`src/rtl/wb_queue_pkg.sv`:
```
// Shared widths and entry type for the write-back queue.
package wb_queue_pkg;

  localparam int unsigned ADDR_W = 5;
  localparam int unsigned DATA_W = 32;

  // One pending write-back: destination register and value.
  typedef struct packed {
    logic [ADDR_W-1:0] dir;
    logic [DATA_W-1:0] dato;
  } wbq_entry_t;

endpackage

```
`src/rtl/wbq_match.sv`:
```
// Address compare and youngest-select for one register-bank read port.
// With WBQ_BYPASS_EN defined, the matching value is also selected onto fwd.
module wbq_match
  import wb_queue_pkg::*;
#(
  parameter int unsigned DEPTH = 4,
  localparam int unsigned PTR_W = $clog2(DEPTH),
  localparam int unsigned CNT_W = $clog2(DEPTH) + 1
) (
  input  logic [ADDR_W-1:0]             dl,
  input  logic [PTR_W-1:0]              head,
  input  logic [CNT_W-1:0]              count,
  input  logic [DEPTH-1:0][ADDR_W-1:0]  dirs,
  input  logic                          out_we,
  input  logic [ADDR_W-1:0]             out_dir,
`ifdef WBQ_BYPASS_EN
  input  logic [DEPTH-1:0][DATA_W-1:0]  datos,
  input  logic [DATA_W-1:0]             out_dato,
  output logic [DATA_W-1:0]             fwd,
`endif
  output logic                          pend
);

  logic [PTR_W-1:0] slot;

  // Walk from oldest to youngest so the last hit wins; output register is oldest of all.
  always_comb begin
    pend = 1'b0;
    slot = '0;
`ifdef WBQ_BYPASS_EN
    fwd  = '0;
`endif
    if (out_we && (out_dir == dl)) begin
      pend = 1'b1;
`ifdef WBQ_BYPASS_EN
      fwd  = out_dato;
`endif
    end
    for (int unsigned i = 0; i < DEPTH; i++) begin
      slot = PTR_W'(head + PTR_W'(i));
      if ((CNT_W'(i) < count) && (dirs[slot] == dl)) begin
        pend = 1'b1;
`ifdef WBQ_BYPASS_EN
        fwd  = datos[slot];
`endif
      end
    end
  end

endmodule

```
`src/rtl/wb_queue.sv`:
```
// Write-back queue: buffers results in front of the register bank write port
// and flags read addresses that still have an uncommitted write.
// Optional macro WBQ_BYPASS_EN adds fwd1/fwd2 youngest-value forwarding.
module wb_queue
  import wb_queue_pkg::*;
#(
  parameter int unsigned DEPTH = 4,
  localparam int unsigned PTR_W = $clog2(DEPTH),
  localparam int unsigned CNT_W = $clog2(DEPTH) + 1
) (
  input  logic              clk,
  input  logic              rst,
  input  logic              in_valid,
  input  logic [ADDR_W-1:0] in_dir,
  input  logic [DATA_W-1:0] in_dato,
  output logic              in_ready,
  input  logic              drain_en,
  output logic [ADDR_W-1:0] Dir,
  output logic [DATA_W-1:0] Dato,
  output logic              WE,
  input  logic [ADDR_W-1:0] DL1,
  input  logic [ADDR_W-1:0] DL2,
  output logic              pend1,
  output logic              pend2,
`ifdef WBQ_BYPASS_EN
  output logic [DATA_W-1:0] fwd1,
  output logic [DATA_W-1:0] fwd2,
`endif
  output logic [CNT_W-1:0]  count
);

  wbq_entry_t mem [DEPTH];
  logic [PTR_W-1:0] head;
  logic [PTR_W-1:0] tail;
  logic push;
  logic pop;
  logic [DEPTH-1:0][ADDR_W-1:0] dirs;
`ifdef WBQ_BYPASS_EN
  logic [DEPTH-1:0][DATA_W-1:0] datos;
`endif

  // Handshake: full blocks pushes even when a pop frees a slot the same cycle.
  assign in_ready = (count < CNT_W'(DEPTH));
  assign push     = in_valid && in_ready;
  assign pop      = (count != '0) && drain_en;

  // Flatten storage for the match units.
  always_comb begin
    for (int unsigned i = 0; i < DEPTH; i++) begin
      dirs[i]  = mem[i].dir;
`ifdef WBQ_BYPASS_EN
      datos[i] = mem[i].dato;
`endif
    end
  end

  // Entry storage; validity is tracked by head/count, so no reset is needed.
  always_ff @(posedge clk) begin
    if (push) begin
      mem[tail] <= '{dir: in_dir, dato: in_dato};
    end
  end

  // Pointers, occupancy and registered bank write port.
  always_ff @(posedge clk) begin
    if (rst) begin
      head  <= '0;
      tail  <= '0;
      count <= '0;
      WE    <= 1'b0;
      Dir   <= '0;
      Dato  <= '0;
    end else begin
      WE <= pop;
      if (pop) begin
        Dir  <= mem[head].dir;
        Dato <= mem[head].dato;
        head <= PTR_W'(head + 1'b1);
      end
      if (push) begin
        tail <= PTR_W'(tail + 1'b1);
      end
      unique case ({push, pop})
        2'b10:   count <= CNT_W'(count + 1'b1);
        2'b01:   count <= CNT_W'(count - 1'b1);
        default: count <= count;
      endcase
    end
  end

  wbq_match #(.DEPTH(DEPTH)) u_match1 (
    .dl       (DL1),
    .head     (head),
    .count    (count),
    .dirs     (dirs),
    .out_we   (WE),
    .out_dir  (Dir),
`ifdef WBQ_BYPASS_EN
    .datos    (datos),
    .out_dato (Dato),
    .fwd      (fwd1),
`endif
    .pend     (pend1)
  );

  wbq_match #(.DEPTH(DEPTH)) u_match2 (
    .dl       (DL2),
    .head     (head),
    .count    (count),
    .dirs     (dirs),
    .out_we   (WE),
    .out_dir  (Dir),
`ifdef WBQ_BYPASS_EN
    .datos    (datos),
    .out_dato (Dato),
    .fwd      (fwd2),
`endif
    .pend     (pend2)
  );

endmodule

```
`config.mk`:
```
export PLATFORM = sky130hd
export DESIGN_NAME = wb_queue
export DESIGN_NICKNAME = d
export VERILOG_FILES = /design/src/rtl/wb_queue_pkg.sv /design/src/rtl/wbq_match.sv /design/src/rtl/wb_queue.sv
export SDC_FILE = /design/constraint.sdc
export NUM_CORES = 1
export LEC_CHECK = 0
export BUFFER_PORTS_ARGS = -buffer_cell sky130_fd_sc_hd__buf_2
export CORE_MARGIN = 4
export CORE_UTILIZATION = 55
export CTS_CLUSTER_DIAMETER = 150
export CTS_CLUSTER_SIZE = 16
export DETAILED_ROUTE_END_ITERATION = 8
export GPL_ROUTABILITY_DRIVEN = 0
export GPL_TIMING_DRIVEN = 0
export PLACE_DENSITY_LB_ADDON = 0.1
export SETUP_SLACK_MARGIN = 0.02
export SKIP_CTS_REPAIR_TIMING = 1
export SYNTH_ARGS = -nofsm -noshare
export SYNTH_HDL_FRONTEND = slang
export SYNTH_HIERARCHICAL = 1
export SYNTH_SLANG_ARGS = --single-unit
export TNS_END_PERCENT = 10
```
`constraint.sdc`:
```
create_clock -name clk -period 2.3 [get_ports clk]
set_input_delay 0.23 -clock clk [delete_from_list [all_inputs] [get_ports clk]]
set_output_delay 0.23 -clock clk [all_outputs]
set_load 0.02 [all_outputs]
```
======== Word-level counts from Yosys, hierarchy flattened ========
Memories as Yosys holds them, arrays and structs flattened. A register that Yosys moved wholly into a read port is not among the register bits.
Cells that the tools add are included.
storage, ports and cells
  bits in registers ....................... 8
  bits in latches ......................... 0
  memory bits (writable) .................. 148
  bits in read-only memories .............. 0
  bits of input ports ..................... 51
  output and inout bits ................... 44
  word-level logic and storage cells ...... 67
  memories ................................ 1
memories
  memory  words  bits a word  rd ports  clocked after Yosys merged registers in  wr ports  RTL line        source
  mem     4      37           5         1                                        1         wb_queue.sv:32  wbq_entry_t mem [DEPTH];
operators by class
  add/subtract/negate cells ............... 6
  multiply operators ...................... 0
  divide/modulo/power cells ............... 0
  magnitude comparators ................... 9
  equal/unequal tests ..................... 12
  shift-type cells ........................ 0
  multiplexer cells ....................... 21
  bitwise operators ....................... 0
  reductions and logical operators ........ 14
operator list
  kind                                                                           count
  5-bit equality test                                                            10
  5-bit binary-select mux with 2-bit select                                      4
  5-bit two-way mux                                                              4
  1-bit logical AND                                                              12
  2-bit by 3-bit less-than comparator with 1-bit output (second input constant)  4
  1-bit two-way mux                                                              12
  1-bit by 3-bit less-than comparator with 1-bit output (first input constant)   2
  2-bit by 3-bit less-than comparator with 1-bit output (first input constant)   2
  3-bit case mux with 2 select lines                                             1
  2-bit by 1-bit adder with 2-bit output (second input constant)                 2
  2-bit adder (second input constant)                                            2
  3-bit by 1-bit adder with 3-bit output (second input constant)                 1
  3-bit less-than comparator (second input constant)                             1
  3-bit nonzero test                                                             1
  3-bit by 1-bit subtractor with 3-bit output (second input constant)            1
  2-bit by 1-bit equality test with 1-bit output (second input constant)         1
  2-bit equality test (second input constant)                                    1
  2-bit nonzero test                                                             1

======== Longest topological paths before layout ========
  word-level depth ........................ 8
  depth in mapped cells ................... 9
  gate-level depth less buffers ........... 8

======== Hierarchy ========
The synthesis kept the hierarchy.
by module, submodules not included
  module     times used  cells each  area an instance (sq um)  seq. area each (sq um)
  wb_queue   1           323         6907.9                    5345.1
  wbq_match  2           67          789.5                     0.0

======== Least setup slack after synthesis ========
No wires, ideal clock.
  path kind ............................... register to output
  from .................................... register head[1]
  to ...................................... output port pend1
  data arrival time ....................... 1965 ps
  required time ........................... 2070 ps
  path slack .............................. 105 ps
  stages on the path, launching flop included .. 8
  buffers on the path ..................... 2
  cells stage by stage .................... dfxtp_1 -> buf_2 -> buf_2 -> mux4_2 -> xor2_1 -> nor4_1 -> o311ai_0 -> nand4_1
on the way
  cells in the longest elaborated chain, start to end .. 8
  elaborated cells between the ends (all ways) .. 23
  classes of those cells .................. 3 x add/sub; 4 x eq/ne; 12 x mux; 4 x reduce/logical
RTL lines
  item                                                                                                 RTL line                          source
  from (decl)                                                                                          wb_queue.sv:33                    logic [PTR_W-1:0] head;
  from (signal assigned)                                                                               wb_queue.sv:78                    head <= PTR_W'(head + 1'b1);
  2-bit by 1-bit adder with 2-bit output or 5-bit binary-select mux with 2-bit select (tied branches)  wbq_match.sv:40, wbq_match.sv:41
  5-bit binary-select mux with 2-bit select or 5-bit two-way mux (tied branches)                       wbq_match.sv:41                   if ((CNT_W'(i) < count) && (dirs[slot] == dl)) begin
  5-bit two-way mux (implied by the code) or 5-bit equality test (tied branches)                       wbq_match.sv:41
  5-bit equality test or 1-bit logical AND (tied branches)                                             wbq_match.sv:41
  1-bit logical AND or 1-bit two-way mux (tied branches)                                               wbq_match.sv:41
  1-bit two-way mux (2 in series)                                                                      wbq_match.sv:41
  1-bit two-way mux (*)                                                                                wbq_match.sv:41
  to (decl)                                                                                            wb_queue.sv:23                    output logic pend1,
Every way passes the cells marked *; elsewhere a longest branch is shown, timed or not. The select of a mux whose other input is x is not followed.

======== Worst setup path after layout ========
  from .................................... register head[0]
  to ...................................... output port pend1
Same word-level chain as after synthesis.

==> results by stage <==
Run status:
- The run finished, with violations left.
- The final reports fail on setup timing.

Clock network:
- The clock passes through at most 2 buffers.
- The master cell of the clock root buffer is clkbuf_16.
- The TritonCTS buffer count is 17.
- The CTS H-tree depth is 4.
- For the worst-skew pair, the clock arrives at the later sink with an insertion delay of ~0.43 ns.
- TritonCTS built the clock tree.
- The number of clock sinks is 193.
- The clock-pin slew of the registers on the worst-case setup and hold paths is 0.07 ns.

Placed design:
- After legalization and detailed placement, the total HPWL measured 11,500 um.
- The count of buffers inserted at the top-level ports is 83.
- Summing all placed instances gives a cell area of around 0.0092 sq mm.
- Before CTS, the worst setup slack after placement is -0.420 ns.

Yosys:
- The largest total area in the synthesized netlist belongs to edfxtp_1.
- The prevailing post-synth register cell is edfxtp_1.
- Yosys attributes the largest share of cell area to edfxtp_1 (52%), mux4_2 (20%), dfxtp_1 (11%), xor2_1 (4.6%), a22o_1 (3.8%).
- The post-synthesis register bit count is 193.
- By count the netlist is led by edfxtp_1 (148), mux4_2 (77), dfxtp_1 (45), xor2_1 (45), a22o_1 (37).
- After synthesis, the share of flip-flops with an asynchronous set or reset is 0.
- The sequential share of the synthesized area is 0.630.
- The synthesized netlist contains 30 unique library cells.
- The number of warnings issued by yosys is 6.
- Summing every instance area after synthesis gives 0.00849 sq mm.
- The number of standard cells after synthesis is around 460.
- The area share of the largest cell type after synthesis is 0.524.
- The most common cell in the synthesized netlist is edfxtp_1.
- The count of flip-flops with a built-in enable after synthesis is 148.
- The average instance in the mapped netlist occupies 18.6 sq um.
- The net count of the mapped netlist is around 500.

Worst setup path:
- STA classifies the critical path startpoint as a flop.
- The end of the worst register-to-register path is count[2].
- The largest incremental delay on the critical path is 0.53 ns.
- Along the worst path, the maximum fanout reaches 10.
- In this run the critical register-to-register path is launched from count[0].
- Across all register-to-register paths, the minimum setup slack is between 0.2 and 0.25 ns.
- STA classifies the critical path endpoint as an output port.
- Counting cells, the worst reg-to-reg path comes to 7.
- The data arrival at the endpoint of the critical path is 2.50 ns.
- The critical-path cell with the highest stage delay is mux4_2.
- STA puts the critical path data required time at ~2.1 ns.
- Walking the worst path, the cells encountered are buf_6, mux4_2, xor2_1, nor4_1, o311ai_0, nand4_1, buf_2.
- By startpoint and endpoint, the worst setup path is classified as reg -> out.
- The count of buffering cells on the critical path with inverters included is 2.
- In this design, the largest share of critical-path delay is due to multiplexers.

Timing:
- Setup repair after global routing could not meet its margin everywhere.
- The smallest setup slack after layout is -0.431 ns.
- Static timing analysis puts the maximum clock frequency at 0.366 GHz.
- The clock arrives with 0.0117 ns of skew.
- Dividing the final minimum period by the clock period gives 1.19.
- The shortest clock period the worst path allows after layout is 2.73 ns.
- The pin slew with the least headroom to its limit is 0.768 ns.
- The final max-slew violation count is 0.
- Measured against its own limit, the worst slew margin works out to 0.488.
- The number of hold violations in the final report came to 0.
- Setup violations remaining at the end of the flow were counted as 2.

Floorplan:
- The I/O pin total is 95.
- For this configuration, the core starts out at a cell density of 0.560.
- The floorplan has 45 rows.
- The floorplan step defined a die boundary enclosing 0.0175 sq mm.
- The die span in x is 132 um.
- The region available for standard cell placement spans 0.0151 sq mm.
- The die outline height is 132 um.

Route:
- The count of nets left with antenna violations once routing finished came out at 0.
- The first-iteration detailed-routing DRC count is 335.
- The DRC violation count after routing is 0.
- The wire length per cell is 22.6 um.
- The routed layout has 4,676 vias.
- The total iterations of the first detailed-routing run is 4.
- The ratio of routed vias to standard cells is ~6.1.
- The total length of routed wires is 17,400 um.

Power:
- The design draws about 11 mW.
- The switching part of the total is 0.308.
- Summed over all cells, the static leakage comes to 3.50 nW.
- The cell-internal power is 7.85 mW.
- IR analysis of the VDD net gives a maximum drop of approximately 0.61 mV.
- The part of the total power dissipated in sequential elements is 0.416.
- In this run the power density over the cells is 1140 mW/mm^2.
- Of the total power, combinational logic draws 0.329.
- The net switching power of the design is roughly 3.5 mW.
- The share of total power dissipated in the clock network is 0.256.

Global route:
- In the global route stage, overall resource usage came out at 0.208.
- The via count of the first global-routing pass is 4,922.
- The first global-routing pass estimated approximately 27,000 um of wire.
- The residual overflow from global routing is 0.
- Entering global routing, the biggest net connects 32 pins.
- The initial antenna violation count came to 2.

Finish:
- Of the cells placed in the final design, the portion with a size suffix greater than 1 is 0.398.
- The number of nets in the finished design is 625.
- The finished cells cover 0.00995 sq mm.
- For this run, the share of the core covered by cells in the final layout is 0.657.
- From synthesis to final layout, the design area changed by 17.3%.
- After filler insertion, the fill cell instance count of the layout stands at between 1,000 and 1,500.

Min path:
- The type of the worst min-delay path is in -> reg.
- The hold path endpoint is mem[3][18].
- The number of cells on the worst hold path is 1.
- The hold path startpoint is in_dato[18].

Job:
- Max-cap violations in this run came to 0.
-- worst max-delay path by stage --
stage | cells past startpoint | endpoint | start | slack, ns
after CTS | 8 | pend2 | head[1] | -0.90
after global placement | 3 | mem[0][19] | count[2] | -0.71
final | 7 | pend1 | head[0] | -0.43
after global routing | 7 | pend2 | head[0] | -0.51
after floorplan | 7 | pend1 | head[1] | 0.11
after detailed placement | 8 | pend2 | head[1] | -0.42
-- worst reg2reg max path: stages (launching register included) --
cell	delay [ns]
dfxtp_1	0.54
o31a_4	0.25
ha_1	0.19
inv_1	0.06
fa_1	0.37
xor2_1	0.16
or3_1	0.30
a21oi_1	0.15
-- power by group through the flow --
stage | combinational, mW | sequential [mW] | clock, mW
5_1_grt | 4.02 | 4.77 | 3.11
3_3_place_gp | 3.53 | 4.74 | 0
2_1_floorplan | 2.43 | 4.94 | 0
6_report | 3.73 | 4.71 | 2.90
4_1_cts | 3.64 | 4.69 | 2.96
3_5_place_dp | 3.63 | 4.76 | 0
-- cell families after synthesis --
| family | after synthesis | synth area share |
|---|---|---|
| compound gates | 50 | 0.0492 |
| xor+xnor | 55 | 0.0568 |
| fa+ha+maj | 6 | 0.00973 |
| buf+inv | 42 | 0.0261 |
| flops | 193 | 0.630 |
| mux | 78 | 0.206 |
| simple gates | 33 | 0.0229 |
-- cells in the final DEF, fill, tap and decap left out, types with 4 or more instances in the layout --
master,count
dfxtp_1,41
ha_1,5
edfxtp_1,148
clkbuf_1,15
buf_12,5
inv_1,7
a22o_1,37
buf_6,10
xor2_1,45
xnor2_1,10
clkbuf_16,17
and2_2,4
nor4_1,7
mux4_2,77
nor2_1,9
a21oi_1,6
buf_2,91
-- cell type report --
class,instances,area (sq um),area share
timing repair buffer,92,544,0.0547
multi-input combinational,222,2940,0.296
buffer,35,260,0.0262
tap,188,235,0.0236
clock inverter,11,131,0.0132
antenna,1,2.50,0.000251
sequential,193,5360,0.538
inverter,7,26.3,0.00264
clock buffer,21,450,0.0453
-- layer usage --
metal  wire, um  track usage  vias to the layer above
met5          7            0                        -
met3       1110       0.0538                       22
met2       8850        0.341                      154
li1           -            -                     2091
met1       7220        0.279                     2407
met4        243       0.0624                        2
-- state kept, by name, indices dropped and copies added, names as in the netlist --
| register | count |
|---|---|
| Dato | 32 |
| Dir | 5 |
| WE | 1 |
| count | 3 |
| head | 2 |
| mem | 148 |
| tail | 2 |
-- metrics by stage --
| step | std cells | hold slack (ns) | setup TNS [ns] |
|---|---|---|---|
| floorplan | 457 | 0.329 | 0 |
| global placement | 728 | 0.438 | -104.14 |
| detailed placement | 732 | 0.447 | -0.676 |
| CTS | 764 | -0.00322 | -1.63 |
| global route | 770 | 0.00205 | -0.994 |
| finish | 770 | 0.0159 | -0.786 |
No activity file was read; power rests on OpenSTA's default activity.
